$ cat src/rtl/morse_symbol_sequencer.sv
// Groups dot/dash pulses into Morse letters, ends a letter after an idle gap,
// and hands each completed letter downstream over a valid/ready handshake.
module morse_symbol_sequencer #(
    parameter int MAX_SYMS  = 5,
    parameter int GAP_TICKS = 3
) (
    input  logic                clk,
    input  logic                rst_n,
    input  logic                clear,
    input  logic                dot,
    input  logic                dash,
    input  logic                out_ready,
    output logic                letter_valid,
    output logic [MAX_SYMS-1:0] letter_bits,
    output logic [2:0]          letter_len,
    output logic                overflow,
    output logic                busy
);

    typedef enum logic [1:0] {
        ST_IDLE    = 2'd0,
        ST_COLLECT = 2'd1,
        ST_EMIT    = 2'd2,
        ST_DROP    = 2'd3
    } state_t;

    localparam logic [3:0] GAP_LIM = 4'(GAP_TICKS);
    localparam logic [2:0] LEN_MAX = 3'(MAX_SYMS);

    state_t     state_r;
    logic [3:0] gap_r;
    logic       pend_full_r;
    logic       pend_sym_r;

    logic       sym_ev_s;
    logic       sym_s;
    logic [3:0] gap_inc_s;
    logic       gap_done_s;
    logic       handshake_s;

    // Places one symbol at position pos of the accumulated letter.
    function automatic logic [MAX_SYMS-1:0] add_sym(
        input logic [MAX_SYMS-1:0] bits,
        input logic [2:0]          pos,
        input logic                sym
    );
        add_sym = bits | (MAX_SYMS'(sym) << pos);
    endfunction

    // dot and dash together is not a symbol; it behaves as an idle cycle.
    assign sym_ev_s    = dot ^ dash;
    assign sym_s       = dash;
    assign gap_inc_s   = (gap_r == 4'hF) ? gap_r : (gap_r + 4'd1);
    assign gap_done_s  = (gap_inc_s >= GAP_LIM);
    assign handshake_s = letter_valid & out_ready;

    // Letter sequencing FSM with all outputs held in registers.
    always_ff @(posedge clk or negedge rst_n) begin
        if (!rst_n) begin
            state_r      <= ST_IDLE;
            gap_r        <= 4'd0;
            pend_full_r  <= 1'b0;
            pend_sym_r   <= 1'b0;
            letter_valid <= 1'b0;
            letter_bits  <= '0;
            letter_len   <= 3'd0;
            overflow     <= 1'b0;
            busy         <= 1'b0;
        end else if (clear) begin
            state_r      <= ST_IDLE;
            gap_r        <= 4'd0;
            pend_full_r  <= 1'b0;
            pend_sym_r   <= 1'b0;
            letter_valid <= 1'b0;
            letter_bits  <= '0;
            letter_len   <= 3'd0;
            overflow     <= 1'b0;
            busy         <= 1'b0;
        end else begin
            case (state_r)
                ST_IDLE: begin
                    if (sym_ev_s) begin
                        letter_bits <= MAX_SYMS'(sym_s);
                        letter_len  <= 3'd1;
                        gap_r       <= 4'd0;
                        state_r     <= ST_COLLECT;
                        busy        <= 1'b1;
                    end else begin
                        busy <= 1'b0;
                    end
                end

                ST_COLLECT: begin
                    if (sym_ev_s) begin
                        gap_r <= 4'd0;
                        if (letter_len < LEN_MAX) begin
                            letter_bits <= add_sym(letter_bits, letter_len, sym_s);
                            letter_len  <= letter_len + 3'd1;
                        end else begin
                            overflow    <= 1'b1;
                            letter_bits <= '0;
                            letter_len  <= 3'd0;
                            state_r     <= ST_DROP;
                        end
                    end else if (gap_done_s) begin
                        gap_r        <= 4'd0;
                        letter_valid <= 1'b1;
                        state_r      <= ST_EMIT;
                    end else begin
                        gap_r <= gap_inc_s;
                    end
                end

                ST_EMIT: begin
                    if (handshake_s) begin
                        letter_valid <= 1'b0;
                        gap_r        <= 4'd0;
                        if (pend_full_r) begin
                            // Older pending symbol wins; a new one this cycle is lost.
                            letter_bits <= MAX_SYMS'(pend_sym_r);
                            letter_len  <= 3'd1;
                            pend_full_r <= 1'b0;
                            pend_sym_r  <= 1'b0;
                            state_r     <= ST_COLLECT;
                            if (sym_ev_s) begin
                                overflow <= 1'b1;
                            end else begin
                                overflow <= overflow;
                            end
                        end else if (sym_ev_s) begin
                            letter_bits <= MAX_SYMS'(sym_s);
                            letter_len  <= 3'd1;
                            state_r     <= ST_COLLECT;
                        end else begin
                            letter_bits <= '0;
                            letter_len  <= 3'd0;
                            state_r     <= ST_IDLE;
                            busy        <= 1'b0;
                        end
                    end else if (sym_ev_s) begin
                        if (pend_full_r) begin
                            overflow <= 1'b1;
                        end else begin
                            pend_full_r <= 1'b1;
                            pend_sym_r  <= sym_s;
                        end
                    end else begin
                        letter_valid <= 1'b1;
                    end
                end

                ST_DROP: begin
                    if (sym_ev_s) begin
                        gap_r <= 4'd0;
                    end else if (gap_done_s) begin
                        gap_r   <= 4'd0;
                        state_r <= ST_IDLE;
                        busy    <= 1'b0;
                    end else begin
                        gap_r <= gap_inc_s;
                    end
                end

                default: begin
                    state_r      <= ST_IDLE;
                    gap_r        <= 4'd0;
                    pend_full_r  <= 1'b0;
                    letter_valid <= 1'b0;
                    letter_bits  <= '0;
                    letter_len   <= 3'd0;
                    busy         <= 1'b0;
                end
            endcase
        end
    end

endmodule
$ cat config.mk
export PLATFORM = sky130hd
export DESIGN_NAME = morse_symbol_sequencer
export DESIGN_NICKNAME = d
export VERILOG_FILES = /design/src/rtl/morse_symbol_sequencer.sv
export SDC_FILE = /design/constraint.sdc
export NUM_CORES = 1
export LEC_CHECK = 0
export BUFFER_PORTS_ARGS = -buffer_cell sky130_fd_sc_hd__buf_2
export CORE_ASPECT_RATIO = 1.4
export CORE_UTILIZATION = 56
export CTS_BUF_LIST = sky130_fd_sc_hd__clkbuf_8 sky130_fd_sc_hd__clkbuf_16
export CTS_CLUSTER_SIZE = 30
export DETAILED_ROUTE_END_ITERATION = 12
export GPL_TIMING_DRIVEN = 1
export PLACE_DENSITY_LB_ADDON = 0.12
export SKIP_CTS_REPAIR_TIMING = 1
export SLEW_MARGIN = 20
export SYNTH_ARGS = -nofsm -noshare
export SYNTH_HDL_FRONTEND = slang
export SYNTH_SLANG_ARGS = --single-unit
$ cat constraint.sdc
create_clock -name clk -period 2.6 [get_ports clk]
set_clock_uncertainty 0.1 [all_clocks]
set_input_delay 0.39 -clock clk [delete_from_list [all_inputs] [get_ports clk]]
set_output_delay 0.39 -clock clk [all_outputs]
set_load 0.03 [all_outputs]
==> impl_metrics.tcl <==
set metrics [dict create \
    routed_wl_um 2770 \
    slew_headroom_pct 68.3 \
    drt_pass1_iterations 4 \
    worstSetupEndpointType "register" \
    cp.arrival_ns 2.20 \
    die_x_um 41.4 \
    cts_buffers 3 \
    areaGrowthSynthToFinish_pct 11.7 \
    core_area_um2 2000 \
    ff2ff_path_depth 8 \
    yosysTopAreaCellShare_pct 39.0 \
    rsz0062_at_grt "no" \
    final_nets 166 \
    grt_overflow 0 \
    grt_max_degree 20 \
    io_buffers 16 \
    min_period_ns 2.15 \
    synthTopCellsByCount "dfrtp_1 (19), nor2_1 (14), a21oi_1 (12), nand2_1 (10)" \
    critPathKind "reg2reg" \
    first_global_vias 1073 \
    max_cap_violations 0 \
    placed_cells 168 \
    tightestPinTransition_ns 0.471 \
    synth_top_cell_by_area "dfrtp_1" \
    r2r_start "state_r[0]" \
    die_y_um 57.2 \
    min_period_over_period_pct 82.8 \
    final_cell_count_no_fill 172 \
    htree_levels 1 \
    root_buffer "clkbuf_8" \
    fin_util_pct 68.2 \
    setup_violations 0 \
    netlist-cell-type-count 43 \
    synth_mux_area_share_pct 4.00 \
    async_flop_share_pct 100 \
    r2r_slack_ns 0.45 \
    synth-xor-area-share_pct 0 \
    maxSlewViolCount 0 \
    drive_above_1_share_pct 18.5 \
    cp_cell_sequence "inv_1, ha_1, buf_4, nor3_1, o31a_1, nor2b_1, a41oi_1, nor2_1" \
    ys_seq_area_share_pct 39.0 \
    power_density_nw_per_um2 767 \
    hold-worst-slack_ns -0.0406 \
    routedWlPerCell_um 16.1 \
    ir_drop_mv 0.566 \
    synthAdderAreaFrac_pct 8.21 \
    hpwl_um 2080 \
    syn_inst 134 \
    synth_nets 148 \
    num_rows 19 \
    grt_pass1_wl_um 4770 \
    cpPeakStageDelay_ns 0.42 \
    synth_top_family_by_area "compound AO/OA/AOI/OAI gates" \
    syn-cell-area_um2 1220 \
    critPathSlowestCell "dfrtp_1" \
    finalHoldViolations 19 \
    synthTopCellsByArea "dfrtp_1 (39%), ha_1 (8.2%), a21oi_1 (4.9%)" \
    finalSetupTns_ns 0 \
    ys_ff_latch 19 \
    synth_edf_count 0 \
    vias_per_cell 6.41 \
    drc 0 \
    path_max_fanout 8 \
    ys_warn_count 0 \
    grt_usage_pct 25.2 \
    insertion_delay_ns 0.26 \
    crit_path_start_kind "register" \
    rr_endpoint "letter_bits[3]" \
    ioPinCount 17 \
    cp_num_cells 8 \
    vias 1102 \
    fin_ws_ns 0.448 \
    leakagePower_nw 0.674 \
    clkSinkCount 19 \
    required_ns 2.65 \
    synth_compound_area_share_pct 25.2 \
    n_antenna_cell 0 \
    place_congestion 0.819 \
    die-area_um2 2370 \
    synth_ff_type "dfrtp_1" \
    synth_simple_gate_area_share_pct 19.8 \
    p_total_mw 1.04 \
    pre_cts_ws_ns 0.431 \
    yosysMostFrequentCell "dfrtp_1" \
    clk_pin_slew_ns 0.08 \
    status "finished, violations left" \
    antenna_found_initial 0 \
    drtIter0Drc 29 \
    fillers 175 \
    worst-path-buf-inv 2 \
    cts_tree "done" \
    crit_family "compound AO/OA/AOI/OAI gates" \
    start_util_pct 61.0 \
    cts_buffer_depth 2 \
    avgSynthCellArea_um2 9.09 \
    violations "negative hold slack" \
    hold_class "in2async" \
    ant_nets 0 \
    fmax_mhz 465 \
]
## cells by family after synthesis
family / count (synthesis)
muxes: 4
AOI/OAI and AO/OA: 42
DFF: 19
adders and majority gates: 8
and+or+nand+nor: 49
buffers and inverters: 12
## metal layers
| layer | GRT usage (%) | up-vias | share of wire [%] |
|---|---|---|---|
| li1 | - | 522 | - |
| met3 | 2.22 | 7 | 3.0 |
| met2 | 46.4 | 40 | 54 |
| met4 | 8.29 | 0 | 1.7 |
| met5 | 0 | - | 0 |
| met1 | 30.3 | 533 | 41 |
## sequential cells by signal, summed over array words and instances, names as in the netlist
signal / count
gap_r: 4
pend_full_r: 1
busy: 1
letter_valid: 1
letter_bits: 5
letter_len: 3
state_r: 2
overflow: 1
pend_sym_r: 1
## how the worst max path moves through the flow
stage | from | to | slack (ns)
final | state_r[0] | letter_bits[3] | 0.45
after global routing | state_r[0] | letter_bits[3] | 0.32
after CTS | state_r[0] | letter_bits[3] | 0.47
after detailed placement | dash | letter_bits[3] | 0.43
after global placement | dash | letter_bits[3] | 0.45
after floorplan | gap_r[0] | state_r[0] | 0.65
## through the flow
step / cell area [um^2] / hold slack, ns
floorplan: 1220 / -0.00559
global placement: 1320 / 0.245
detailed placement: 1320 / 0.252
CTS: 1360 / -0.0239
global route: 1360 / 0.000116
finish: 1360 / -0.0406
## cell type report
type | count | area (um^2) | area share, %
Multi-Input combinational cell | 103 | 697 | 51.2
Sequential cell | 19 | 475 | 34.9
Timing Repair Buffer | 17 | 87.6 | 6.43
Clock buffer | 3 | 41.3 | 3.03
Inverter | 8 | 30.0 | 2.21
Tap cell | 21 | 26.3 | 1.93
Clock inverter | 1 | 3.75 | 0.276
## worst reg2reg max path, stage by stage, from the launching register on
cell and delay, ns:
dfrtp_1 0.42, inv_1 0.11, ha_1 0.27, buf_4 0.18, nor3_1 0.25, o31a_1 0.29
nor2b_1 0.14, a41oi_1 0.22, nor2_1 0.06
## report_power, final
part | total [mW] | switching, mW | internal (mW)
combinational | 0.454 | 0.285 | 0.169
sequential | 0.387 | 0.0523 | 0.335
clock | 0.203 | 0.0985 | 0.105
## cell usage in the layout, fill, tap and decap left out, types with 2 or more instances in the layout
cell and n:
nand2b_1 3, nand2_1 10, a21oi_1 12, mux2_2 2, buf_2 16, clkbuf_8 3
a21o_1 2, a31oi_1 3, dfrtp_1 19, o21ai_0 6, nand3_1 4, and3_1 3
and2_1 2, nor2_1 14, o2111ai_1 2, ha_1 8, nor3_1 3, nor2b_1 6
inv_1 9
Note: power is estimated with default switching activity, not from simulation.
